`src/rtl/fft_seq_ctrl_if.sv`:
```
`timescale 1ns/1ps
`default_nettype none
// ============================================================================
// Module   : fft_seq_ctrl_if
// Purpose  : Handshake and gen_addr control bundle for the FFT2048 sequencer.
//            The slave side is the sequencer. The master side is whoever
//            supplies start/in_valid/out_ready and observes the counters.
// Signals  : start, in_valid, out_ready        master -> slave
//            rd_cnt[10:0], wr_cnt[10:0]        slave -> master, gen_addr cnt
//            mode[1:0]                         slave -> master, gen_addr mode
//            rd_en, wr_en                      slave -> master, bank strobes
//            stage[2:0], busy, done            slave -> master, status
// Revision : 1.0  initial release
// ============================================================================
interface fft_seq_ctrl_if;
  logic        start;
  logic        in_valid;
  logic        out_ready;
  logic [10:0] rd_cnt;
  logic [10:0] wr_cnt;
  logic [1:0]  mode;
  logic        rd_en;
  logic        wr_en;
  logic [2:0]  stage;
  logic        busy;
  logic        done;

  modport master (
    output start, in_valid, out_ready,
    input  rd_cnt, wr_cnt, mode, rd_en, wr_en, stage, busy, done
  );

  modport slave (
    input  start, in_valid, out_ready,
    output rd_cnt, wr_cnt, mode, rd_en, wr_en, stage, busy, done
  );
endinterface
`default_nettype wire

```
`src/rtl/fft_seq_ctrl.sv`:
```
`timescale 1ns/1ps
`default_nettype none
// ============================================================================
// Module   : fft_seq_ctrl
// Purpose  : Top-level sequencer of the FFT2048 core. Walks LOAD, five compute
//            stages with a drain gap after each, then UNLOAD, and drives the
//            cnt/mode inputs of gen_addr. The write-back counter is the read
//            counter delayed by the butterfly latency BF_LAT (1..15).
// Ports    : clk          clock, rising edge
//            rst_n        asynchronous active-low reset
//            bus (slave)  start/in_valid/out_ready in; rd_cnt, wr_cnt, mode,
//                         rd_en, wr_en, stage, busy, done out (all registered)
// Revision : 1.0  initial release
// ============================================================================
module fft_seq_ctrl #(
  parameter int BF_LAT = 4
) (
  input  logic          clk,
  input  logic          rst_n,
  fft_seq_ctrl_if.slave bus
);

  localparam logic [1:0]  c_mode_idle   = 2'b00;
  localparam logic [1:0]  c_mode_load   = 2'b11;
  localparam logic [1:0]  c_mode_calc   = 2'b01;
  localparam logic [1:0]  c_mode_unload = 2'b10;
  localparam logic [10:0] c_half_last   = 11'h3FF;
  localparam logic [10:0] c_calc_first  = 11'h400;
  localparam logic [3:0]  c_drain_init  = 4'(BF_LAT - 1);
  // One delay stage is the wr_cnt/wr_en output register itself.
  localparam int          DL_DEPTH      = (BF_LAT > 1) ? BF_LAT - 1 : 1;

  typedef enum logic [2:0] {
    S_IDLE   = 3'd0,
    S_LOAD   = 3'd1,
    S_CALC   = 3'd2,
    S_DRAIN  = 3'd3,
    S_UNLOAD = 3'd4,
    S_DONE   = 3'd5
  } state_t;

  state_t      r_state;
  logic [10:0] r_rd_cnt;
  logic [10:0] r_wr_cnt;
  logic [1:0]  r_mode;
  logic        r_rd_en;
  logic        r_wr_en;
  logic [2:0]  r_stage;
  logic        r_busy;
  logic        r_done;
  logic [3:0]  r_drain;
  logic [10:0] r_dl_cnt [DL_DEPTH];
  logic        r_dl_vld [DL_DEPTH];

  logic [10:0] w_rd_inc;
  logic [10:0] w_tail_cnt;
  logic        w_tail_vld;

  // ST4 ends at 0x7FF and ST5 restarts at 0x000.
  assign w_rd_inc = (r_rd_cnt == 11'h7FF) ? 11'h000 : r_rd_cnt + 11'd1;

  generate
    if (BF_LAT == 1) begin : g_lat_one
      assign w_tail_cnt = r_rd_cnt;
      assign w_tail_vld = r_rd_en;
    end else begin : g_lat_multi
      assign w_tail_cnt = r_dl_cnt[DL_DEPTH-1];
      assign w_tail_vld = r_dl_vld[DL_DEPTH-1];
    end
  endgenerate

  always_ff @(posedge clk or negedge rst_n) begin
    if (!rst_n) begin
      r_state  <= S_IDLE;
      r_rd_cnt <= '0;
      r_wr_cnt <= '0;
      r_mode   <= c_mode_idle;
      r_rd_en  <= 1'b0;
      r_wr_en  <= 1'b0;
      r_stage  <= '0;
      r_busy   <= 1'b0;
      r_done   <= 1'b0;
      r_drain  <= '0;
      for (int i = 0; i < DL_DEPTH; i++) begin
        r_dl_cnt[i] <= '0;
        r_dl_vld[i] <= 1'b0;
      end
    end else begin
      r_done <= 1'b0;
      // The read/write-back pipe only moves while the butterflies are active.
      if (r_state == S_CALC || r_state == S_DRAIN) begin
        r_dl_cnt[0] <= r_rd_cnt;
        r_dl_vld[0] <= r_rd_en;
        for (int i = 1; i < DL_DEPTH; i++) begin
          r_dl_cnt[i] <= r_dl_cnt[i-1];
          r_dl_vld[i] <= r_dl_vld[i-1];
        end
        r_wr_cnt <= w_tail_cnt;
        r_wr_en  <= w_tail_vld;
      end
      case (r_state)
        S_IDLE: begin
          if (bus.start) begin
            r_state  <= S_LOAD;
            r_mode   <= c_mode_load;
            r_busy   <= 1'b1;
            r_rd_cnt <= '0;
            r_wr_en  <= 1'b0;
            // Stale entries from an earlier transform must never be written back.
            for (int i = 0; i < DL_DEPTH; i++) begin
              r_dl_cnt[i] <= '0;
              r_dl_vld[i] <= 1'b0;
            end
          end
        end
        S_LOAD: begin
          r_wr_en  <= bus.in_valid;
          r_wr_cnt <= r_rd_cnt;
          if (bus.in_valid) begin
            if (r_rd_cnt == c_half_last) begin
              r_state  <= S_CALC;
              r_mode   <= c_mode_calc;
              r_rd_en  <= 1'b1;
              r_stage  <= 3'd1;
              r_rd_cnt <= c_calc_first;
            end else begin
              r_rd_cnt <= r_rd_cnt + 11'd1;
            end
          end
        end
        S_CALC: begin
          r_rd_cnt <= w_rd_inc;
          if (r_rd_cnt[7:0] == 8'hFF) begin
            r_state <= S_DRAIN;
            r_rd_en <= 1'b0;
            r_drain <= c_drain_init;
          end
        end
        S_DRAIN: begin
          if (r_drain == 4'd0) begin
            r_rd_en <= 1'b1;
            if (r_stage == 3'd5) begin
              r_state  <= S_UNLOAD;
              r_mode   <= c_mode_unload;
              r_stage  <= '0;
              r_rd_cnt <= '0;
              r_wr_en  <= 1'b0;
            end else begin
              r_state <= S_CALC;
              r_stage <= r_stage + 3'd1;
            end
          end else begin
            r_drain <= r_drain - 4'd1;
          end
        end
        S_UNLOAD: begin
          if (bus.out_ready) begin
            if (r_rd_cnt == c_half_last) begin
              r_state  <= S_DONE;
              r_mode   <= c_mode_idle;
              r_rd_en  <= 1'b0;
              r_rd_cnt <= '0;
              r_done   <= 1'b1;
            end else begin
              r_rd_cnt <= r_rd_cnt + 11'd1;
            end
          end
        end
        S_DONE: begin
          r_state <= S_IDLE;
          r_busy  <= 1'b0;
        end
        default: begin
          r_state <= S_IDLE;
        end
      endcase
    end
  end

  assign bus.rd_cnt = r_rd_cnt;
  assign bus.wr_cnt = r_wr_cnt;
  assign bus.mode   = r_mode;
  assign bus.rd_en  = r_rd_en;
  assign bus.wr_en  = r_wr_en;
  assign bus.stage  = r_stage;
  assign bus.busy   = r_busy;
  assign bus.done   = r_done;

endmodule
`default_nettype wire

```
`src/flat_wrapper.sv`:
```
// flat-port wrapper written by rule: the top's interface ports become plain ports
module fft_seq_ctrl_flat 
#(
  parameter int BF_LAT = 4
)
  (clk, rst_n, bus_start, bus_in_valid, bus_out_ready, bus_rd_cnt, bus_wr_cnt, bus_mode, bus_rd_en, bus_wr_en, bus_stage, bus_busy, bus_done);
  fft_seq_ctrl_if bus_i ();
  input  logic clk;
  input  logic rst_n;
  input wire logic [$bits(bus_i.start)-1:0] bus_start;
  input wire logic [$bits(bus_i.in_valid)-1:0] bus_in_valid;
  input wire logic [$bits(bus_i.out_ready)-1:0] bus_out_ready;
  output wire logic [$bits(bus_i.rd_cnt)-1:0] bus_rd_cnt;
  output wire logic [$bits(bus_i.wr_cnt)-1:0] bus_wr_cnt;
  output wire logic [$bits(bus_i.mode)-1:0] bus_mode;
  output wire logic [$bits(bus_i.rd_en)-1:0] bus_rd_en;
  output wire logic [$bits(bus_i.wr_en)-1:0] bus_wr_en;
  output wire logic [$bits(bus_i.stage)-1:0] bus_stage;
  output wire logic [$bits(bus_i.busy)-1:0] bus_busy;
  output wire logic [$bits(bus_i.done)-1:0] bus_done;
  assign bus_i.start = bus_start;
  assign bus_i.in_valid = bus_in_valid;
  assign bus_i.out_ready = bus_out_ready;
  assign bus_rd_cnt = bus_i.rd_cnt;
  assign bus_wr_cnt = bus_i.wr_cnt;
  assign bus_mode = bus_i.mode;
  assign bus_rd_en = bus_i.rd_en;
  assign bus_wr_en = bus_i.wr_en;
  assign bus_stage = bus_i.stage;
  assign bus_busy = bus_i.busy;
  assign bus_done = bus_i.done;
  fft_seq_ctrl #(.BF_LAT(BF_LAT)) u_core (.clk(clk), .rst_n(rst_n), .bus(bus_i));
endmodule
```
`config.mk`:
```
export PLATFORM = sky130hd
export DESIGN_NAME = fft_seq_ctrl_flat
export DESIGN_NICKNAME = d
export VERILOG_FILES = /design/src/rtl/fft_seq_ctrl_if.sv /design/src/rtl/fft_seq_ctrl.sv /design/src/flat_wrapper.sv
export SDC_FILE = /design/constraint.sdc
export NUM_CORES = 1
export LEC_CHECK = 0
export CORE_ASPECT_RATIO = 1.2
export CORE_MARGIN = 5
export CORE_UTILIZATION = 65
export DETAILED_ROUTE_END_ITERATION = 8
export DONT_BUFFER_PORTS = 1
export HOLD_SLACK_MARGIN = 0.12
export PLACE_DENSITY_LB_ADDON = 0.3
export SYNTH_ARGS = -nofsm -noshare
export SYNTH_HDL_FRONTEND = slang
export SYNTH_SLANG_ARGS = --single-unit
export TNS_END_PERCENT = 50
```
`constraint.sdc`:
```
create_clock -name clk -period 5 [get_ports clk]
set_input_delay 0.5 -clock clk [delete_from_list [all_inputs] [get_ports clk]]
set_output_delay 0.5 -clock clk [all_outputs]
set_load 0.005 [all_outputs]
```
==> results.py, run 1 <==
metrics = {
    "clock_tree": {
        "clock-sinks": 74,
        "h-tree-depth": 3,
        "post_cts_buffers": 0,
        "path_clk_slew_ps": 80,
        "cts-root-buf": "clkbuf_8",
        "ctsHoldBuffers": 2,
        "cts_tree": "done",
        "cts_made_buffers": 9,
        "post_cts_resized": 0,
        "clockBufferDepth": 2,
        "clock_latency_ps": 350,
    },
    "global_route": {
        "use_met1": 0.331,
        "grt_pass1_vias": 2848,
        "use_met3": 0.0737,
        "busiest_layer": "met2",
        "antenna_found_initial": 0,
        "grt_usage": 0.250,
        "grt_pass1_wl_um": 13900,
        "grt_max_degree": 75,
        "use_met2": 0.381,
        "overflow": 0,
    },
    "yosys": {
        "netlist_top_cells_count": "nand2_1, dfrtp_1, a21oi_1",
        "synth_top_area_cell": "dfrtp_1",
        "synth_area_per_cell_um2": 9.15,
        "synthArstFlopShare": 1.00,
        "yosysTopAreaCellShare": 0.507,
        "ys_warn_count": 0,
        "synthTopCellsByArea": "dfrtp_1, nand2_1, a21oi_1",
        "syn_inst": 399,
        "syn_area_um2": 3650,
        "ys_ff_latch": 74,
        "synthMostInstantiatedCell": "nand2_1",
        "ys.flop_type": "dfrtp_1",
        "synth.distinct_cells": 59,
        "synth_edf_count": 0,
        "ys_seq_area_frac": 0.507,
        "syn_nets": 407,
    },
    "die": {
        "rows": 30,
        "die_y_um": 92.1,
        "die_w_um": 78.4,
        "coreArea_um2": 5560,
        "dieArea_um2": 7220,
        "start_util": 0.657,
        "boundaryPins": 36,
    },
    "route": {
        "first_pass_iters": 4,
        "drt_iter0_drc": 340,
        "avgViaCountPerCell": 6.42,
        "ant_nets": 0,
        "wire_per_inst_um": 18.1,
        "via_count": 2955,
        "wirelength_um": 8350,
        "drc": 0,
    },
    "power_and_ir_drop": {
        "power.total_uw": 1360,
        "ir_worst_vdd_mv": 0.257,
        "p_per_area_nw_per_um2": 348,
        "leakagePower_uw": 0.00169,
    },
    "timing": {
        "worst_pin_slew_ps": 1060,
        "period_share": 0.472,
        "setup_viol": 0,
        "timing.slew.headroom": 0.291,
        "rsz0062_at_grt": "false",
        "fmax_mhz": 424,
        "drv_slew": 0,
        "clock-skew-final_ps": 11.2,
        "finalSetupTns_ps": 0,
        "finalHoldViolCount": 0,
        "setup_ws_ps": 2640,
        "period_minus_slack_ps": 2360,
    },
    "final_layout": {
        "fin_nets": 399,
        "fillCellCount": 442,
        "fin_cells": 460,
        "num_antenna_cells": 0,
        "drive_above_1_share": 0.0884,
        "area_growth_pct": 6.99,
    },
    "setup_path": {
        "cp_max_fo": 35,
        "crit_arrival_ps": 2600,
        "cp-end-kind": "register",
        "worstPathRequired_ps": 5240,
        "startpoint_type": "register",
        "path_class": "register to register",
    },
    "place": {
        "post-place-cells": 442,
        "place_worst_setup_slack_ps": 2690,
        "gp_congestion": 0.854,
        "io_buffers": 0,
        "dp_hpwl_um": 5550,
    },
    "status": {
        "status": "finished clean",
    },
    "worst_hold_path": {
        "worstHoldPathType": "input port to register",
    },
    "run": {
        "drv_cap": 0,
    },
}
report_power, final:
group	internal, µW	switching (µW)
logic	47.4	62.1
clock network	283	227
registers	654	86.4
total	984	376
flip-flops by register name (all words and copies together) (netlist names), 2 cells and up:
signal	count
u_core.r_state	3
u_core.bus.mode	2
u_core.r_dl_cnt	22
u_core.bus.rd_cnt	11
u_core.bus.wr_cnt	11
u_core.r_dl_vld	2
u_core.w_tail_cnt	11
u_core.bus.stage	3
u_core.r_drain	4
final timing paths:
| check | to | from | cells past startpoint | slack [ps] |
|---|---|---|---|---|
| min in group asynchronous | u_core.r_drain[3]$_DFFE_PN0P_ | rst_n | 2 | 690 |
| max in group asynchronous | u_core.r_dl_cnt[24]$_DFF_PN0_ | rst_n | 2 | 4030 |
| min reg2reg | u_core.bus.wr_cnt[10]$_DFFE_PN0P_ | u_core.bus.wr_cnt[10]$_DFFE_PN0P_ | 2 | 510 |
| min | u_core.bus.done$_DFF_PN0_ | bus_out_ready | 2 | 320 |
| max | u_core.bus.rd_cnt[3]$_DFFE_PN0P_ | u_core.r_state[1]$_DFFE_PN0P_ | 5 | 2640 |
| max reg2reg | u_core.bus.rd_cnt[3]$_DFFE_PN0P_ | u_core.r_state[1]$_DFFE_PN0P_ | 5 | 2640 |
cell usage in the layout, fill, tap and decap left out, types with 3 or more instances in the layout:
master,n
a22o_1,7
a22oi_1,13
and3_1,3
nand2b_1,11
nor2_1,12
inv_1,6
nand2_1,101
a21oi_1,41
buf_4,3
nor2b_1,3
o21ai_0,19
ha_1,3
o21ai_1,7
dfrtp_1,74
nor4_1,5
nand3_1,7
and2_1,3
nor3_1,6
o31ai_1,4
mux2i_1,3
clkbuf_8,9
worst max-delay path: stages (launching register included):
cell,delay [ps]
dfrtp_1,1040
nor4b_1,160
a31oi_2,340
nand4_2,220
a31o_1,240
a22o_1,220
kinds of logic after synthesis:
group | count (synthesis) | share of synthesized area
AND/OR/NAND/NOR | 171 | 0.231
adder cells (fa/ha/maj) | 3 | 0.0103
buffers and inverters | 30 | 0.0367
flip-flops | 74 | 0.507
AO/OA/AOI/OAI | 117 | 0.204
XOR/XNOR | 1 | 0.00240
multiplexers | 3 | 0.00823
metal layers:
layer	share of wire	wire [µm]
met1	0.41	3380
met2	0.50	4150
met3	0.082	685
met4	0.015	125
met5	0	0
final cells by class:
class / count / area [µm²] / share of cell area
Clock buffer: 10 / 128 / 0.0327
Clock inverter: 6 / 90.1 / 0.0231
Inverter: 6 / 22.5 / 0.00577
Multi-Input combinational cell: 295 / 1670 / 0.428
Sequential cell: 74 / 1850 / 0.474
Tap cell: 64 / 80.1 / 0.0205
Timing Repair Buffer: 5 / 60.1 / 0.0154
through the flow:
stage / utilization / cell area [µm²] / hold WS, ps
2_1_floorplan: - / 3650 / 204
5_1_grt: 0.703 / 3910 / 304
4_1_cts: 0.703 / 3910 / 309
3_5_place_dp: 0.657 / 3650 / 206
3_3_place_gp: 0.657 / 3650 / 206
6_report: 0.703 / 3910 / 316
Power figures use the tool's default switching activity.
==> run 2, diff against run 1 <==
ABC_AREA = 1   (was unset)
CORE_UTILIZATION = 57   (was 65)
clock period = 2.1 ns   (was 5 ns; I/O delays follow)
==> run 2 against run 1 <==
  * Via count is 2.0% higher
  * Count of clock-buffer cells in the layout rose by 1
  * Die area increased by 14%
  * Non-clock buffer count up 7
  * Global-route usage down 3.7 points
  * Hold slack got worse by 100 ps
  * Fmax up 30%
  * Clock skew fell by 3.2 ps
  * Largest power group is now combinational logic
==> results.py, run 2 <==
metrics = {
    "yosys": {
        "syn_inst": 462,
        "yosysTopAreaCellShare": 0.499,
        "synth.distinct_cells": 33,
        "ys.flop_type": "dfrtp_1",
        "synthTopCellsByArea": "dfrtp_1, nand2_1, nor2_1",
        "syn_area_um2": 3710,
        "netlist_top_cells_count": "nand2_1, nor2_1, dfrtp_1",
        "ys_ff_latch": 74,
        "ys_warn_count": 0,
        "synth_top_area_cell": "dfrtp_1",
        "synth_edf_count": 0,
        "synthArstFlopShare": 1.00,
        "ys_seq_area_frac": 0.499,
        "synthMostInstantiatedCell": "nand2_1",
        "syn_nets": 470,
        "synth_area_per_cell_um2": 8.03,
    },
    "timing": {
        "clock-skew-final_ps": 7.98,
        "period_share": 0.864,
        "fmax_mhz": 551,
        "period_minus_slack_ps": 1810,
        "finalHoldViolCount": 0,
        "rsz0062_at_grt": "false",
        "worst_pin_slew_ps": 822,
        "drv_slew": 0,
        "setup_viol": 0,
        "whs_ps": 216,
        "timing.slew.headroom": 0.450,
        "finalSetupTns_ps": 0,
    },
    "power_and_ir_drop": {
        "p_per_area_nw_per_um2": 1570,
        "leakagePower_uw": 0.00202,
        "ir_worst_vdd_mv": 0.759,
    },
    "worst_hold_path": {
        "worstHoldPathType": "input port to register",
        "hp-start": "bus_start",
        "min_to": "u_core.r_dl_vld[1]$_DFF_PN0_",
        "min_path_cells": 3,
    },
    "route": {
        "wire_per_inst_um": 14.7,
        "first_pass_iters": 6,
        "wirelength_um": 8190,
        "drc": 0,
        "avgViaCountPerCell": 5.40,
        "ant_nets": 0,
        "drt_iter0_drc": 191,
        "via_count": 3015,
    },
    "die": {
        "boundaryPins": 36,
        "rows": 32,
        "start_util": 0.583,
        "die_y_um": 98.4,
        "coreArea_um2": 6370,
        "die_w_um": 83.6,
        "dieArea_um2": 8230,
    },
    "final_layout": {
        "num_antenna_cells": 0,
        "fillCellCount": 534,
        "layout_commonest_cell": "nand2_1",
        "multiInputGateArea_um2": 1590,
        "fin_nets": 476,
        "top_register": "u_core.r_dl_cnt",
        "final_cell_mix": "nand2_1, nor2_1, dfrtp_1, inv_1, nor3_1",
        "area_growth_pct": 10.1,
        "drive_above_1_share": 0.137,
        "regArea_um2": 1850,
        "largest_register_ff_count": 22,
    },
    "clock_tree": {
        "post_cts_buffers": 0,
        "cts-root-buf": "clkbuf_8",
        "h-tree-depth": 3,
        "clock-sinks": 74,
        "cts_made_buffers": 9,
        "clock_latency_ps": 350,
        "clockBufferDepth": 2,
        "post_cts_resized": 0,
        "path_clk_slew_ps": 80,
        "cts_tree": "done",
    },
    "global_route": {
        "grt_usage": 0.213,
        "grt_pass1_vias": 2860,
        "overflow": 0,
        "antenna_found_initial": 0,
        "grt_pass1_wl_um": 14000,
        "grt_max_degree": 75,
    },
    "setup_path": {
        "reg2regPathDepth": 10,
        "crit_arrival_ps": 2060,
        "timing.reg2reg.setup_slack_ps": 290,
        "worstPathRequired_ps": 2340,
        "startpoint": "u_core.bus.rd_cnt[0]$_DFFE_PN0P_",
        "reg2reg_to": "u_core.r_state[2]$_DFFE_PN0P_",
        "cp_max_fo": 7,
        "path_class": "register to register",
        "startpoint_type": "register",
        "cp-end-kind": "register",
        "r2r-start": "u_core.bus.rd_cnt[0]$_DFFE_PN0P_",
    },
    "place": {
        "gp_congestion": 0.913,
        "dp_hpwl_um": 5740,
        "io_buffers": 0,
    },
    "run": {
        "drv_cap": 0,
    },
    "status": {
        "status": "finished clean",
    },
}
-- run 2: changes by cell type in the layout (fill, tap and decap cells not counted), moves of 10 or more --
| cell | previous run | this run |
|---|---|---|
| a21oi_1 | 41 | 15 |
| a22oi_1 | 13 | 1 |
| inv_1 | 6 | 35 |
| inv_2 | 0 | 10 |
| nand2b_1 | 11 | 0 |
| nand3_1 | 7 | 20 |
| nor2_1 | 12 | 80 |
| nor3_1 | 6 | 29 |
-- run 2: worst max-delay path by stage --
stage	end	slack (ps)	cells after the start
floorplan	u_core.r_state[0]$_DFFE_PN0P_	550	10
global placement	u_core.bus.stage[0]$_DFFE_PN0P_	380	8
detailed placement	u_core.r_state[2]$_DFFE_PN0P_	320	10
CTS	u_core.r_state[2]$_DFFE_PN0P_	290	10
global route	u_core.bus.stage[0]$_DFFE_PN0P_	110	8
finish	u_core.r_state[2]$_DFFE_PN0P_	290	10
-- run 2: area by class of cell --
type | instances | share of cell area
Clock buffer | 11 | 0.0371
Clock inverter | 5 | 0.0208
Timing Repair Buffer | 12 | 0.0319
Inverter | 45 | 0.0413
Sequential cell | 74 | 0.453
Multi-Input combinational cell | 326 | 0.390
Tap cell | 85 | 0.0260
-- run 2: cells by family after synthesis --
kind of cell	share of synthesized area
AND/OR/NAND/NOR	0.320
flip-flops	0.499
buffers and inverters	0.0718
AO/OA/AOI/OAI	0.0870
XOR/XNOR	0.00944
adder cells (fa/ha/maj)	0.0101
multiplexers	0.00270
-- run 2: critical path: stages (launching register included) --
cell and delay, ps:
dfrtp_1 460, ha_1 230, nand2_1 90, nor2_4 190
nand2_1 170, nand2_1 120, nand2_1 70, nor2_2 130
nand2_1 110, nand2_1 70, nand2_1 50
-- run 2: what timing repair did --
item / 4_1_cts / 5_1_grt
hold endpoints to repair: 76 / 0
hold buffers: 4 / 0
setup endpoints to repair: 0 / 0
-- run 2: metrics by stage --
stage	utilization	std cells	instance area, µm²	total power, µW	worst slack, ps
finish	0.642	558	4090	6400	286
global route	0.642	558	4090	6960	115
CTS	0.642	558	4090	6450	291
detailed placement	0.596	538	3790	5100	323
global placement	0.596	538	3790	5000	383
floorplan	-	462	3710	4550	548
-- run 2: routing by layer --
layer	vias up	wire length [µm]	global-route usage
li1	1489	-	-
met1	1444	3590	0.275
met2	70	4000	0.342
met3	12	461	0.0650
met4	0	137	0.0705
met5	-	0	0
-- run 2: power by group --
group,switching (µW),internal (µW),leakage [µW]
clock,548,740,0.000116
combinational,1770,920,0.000974
sequential,420,2010,0.000931
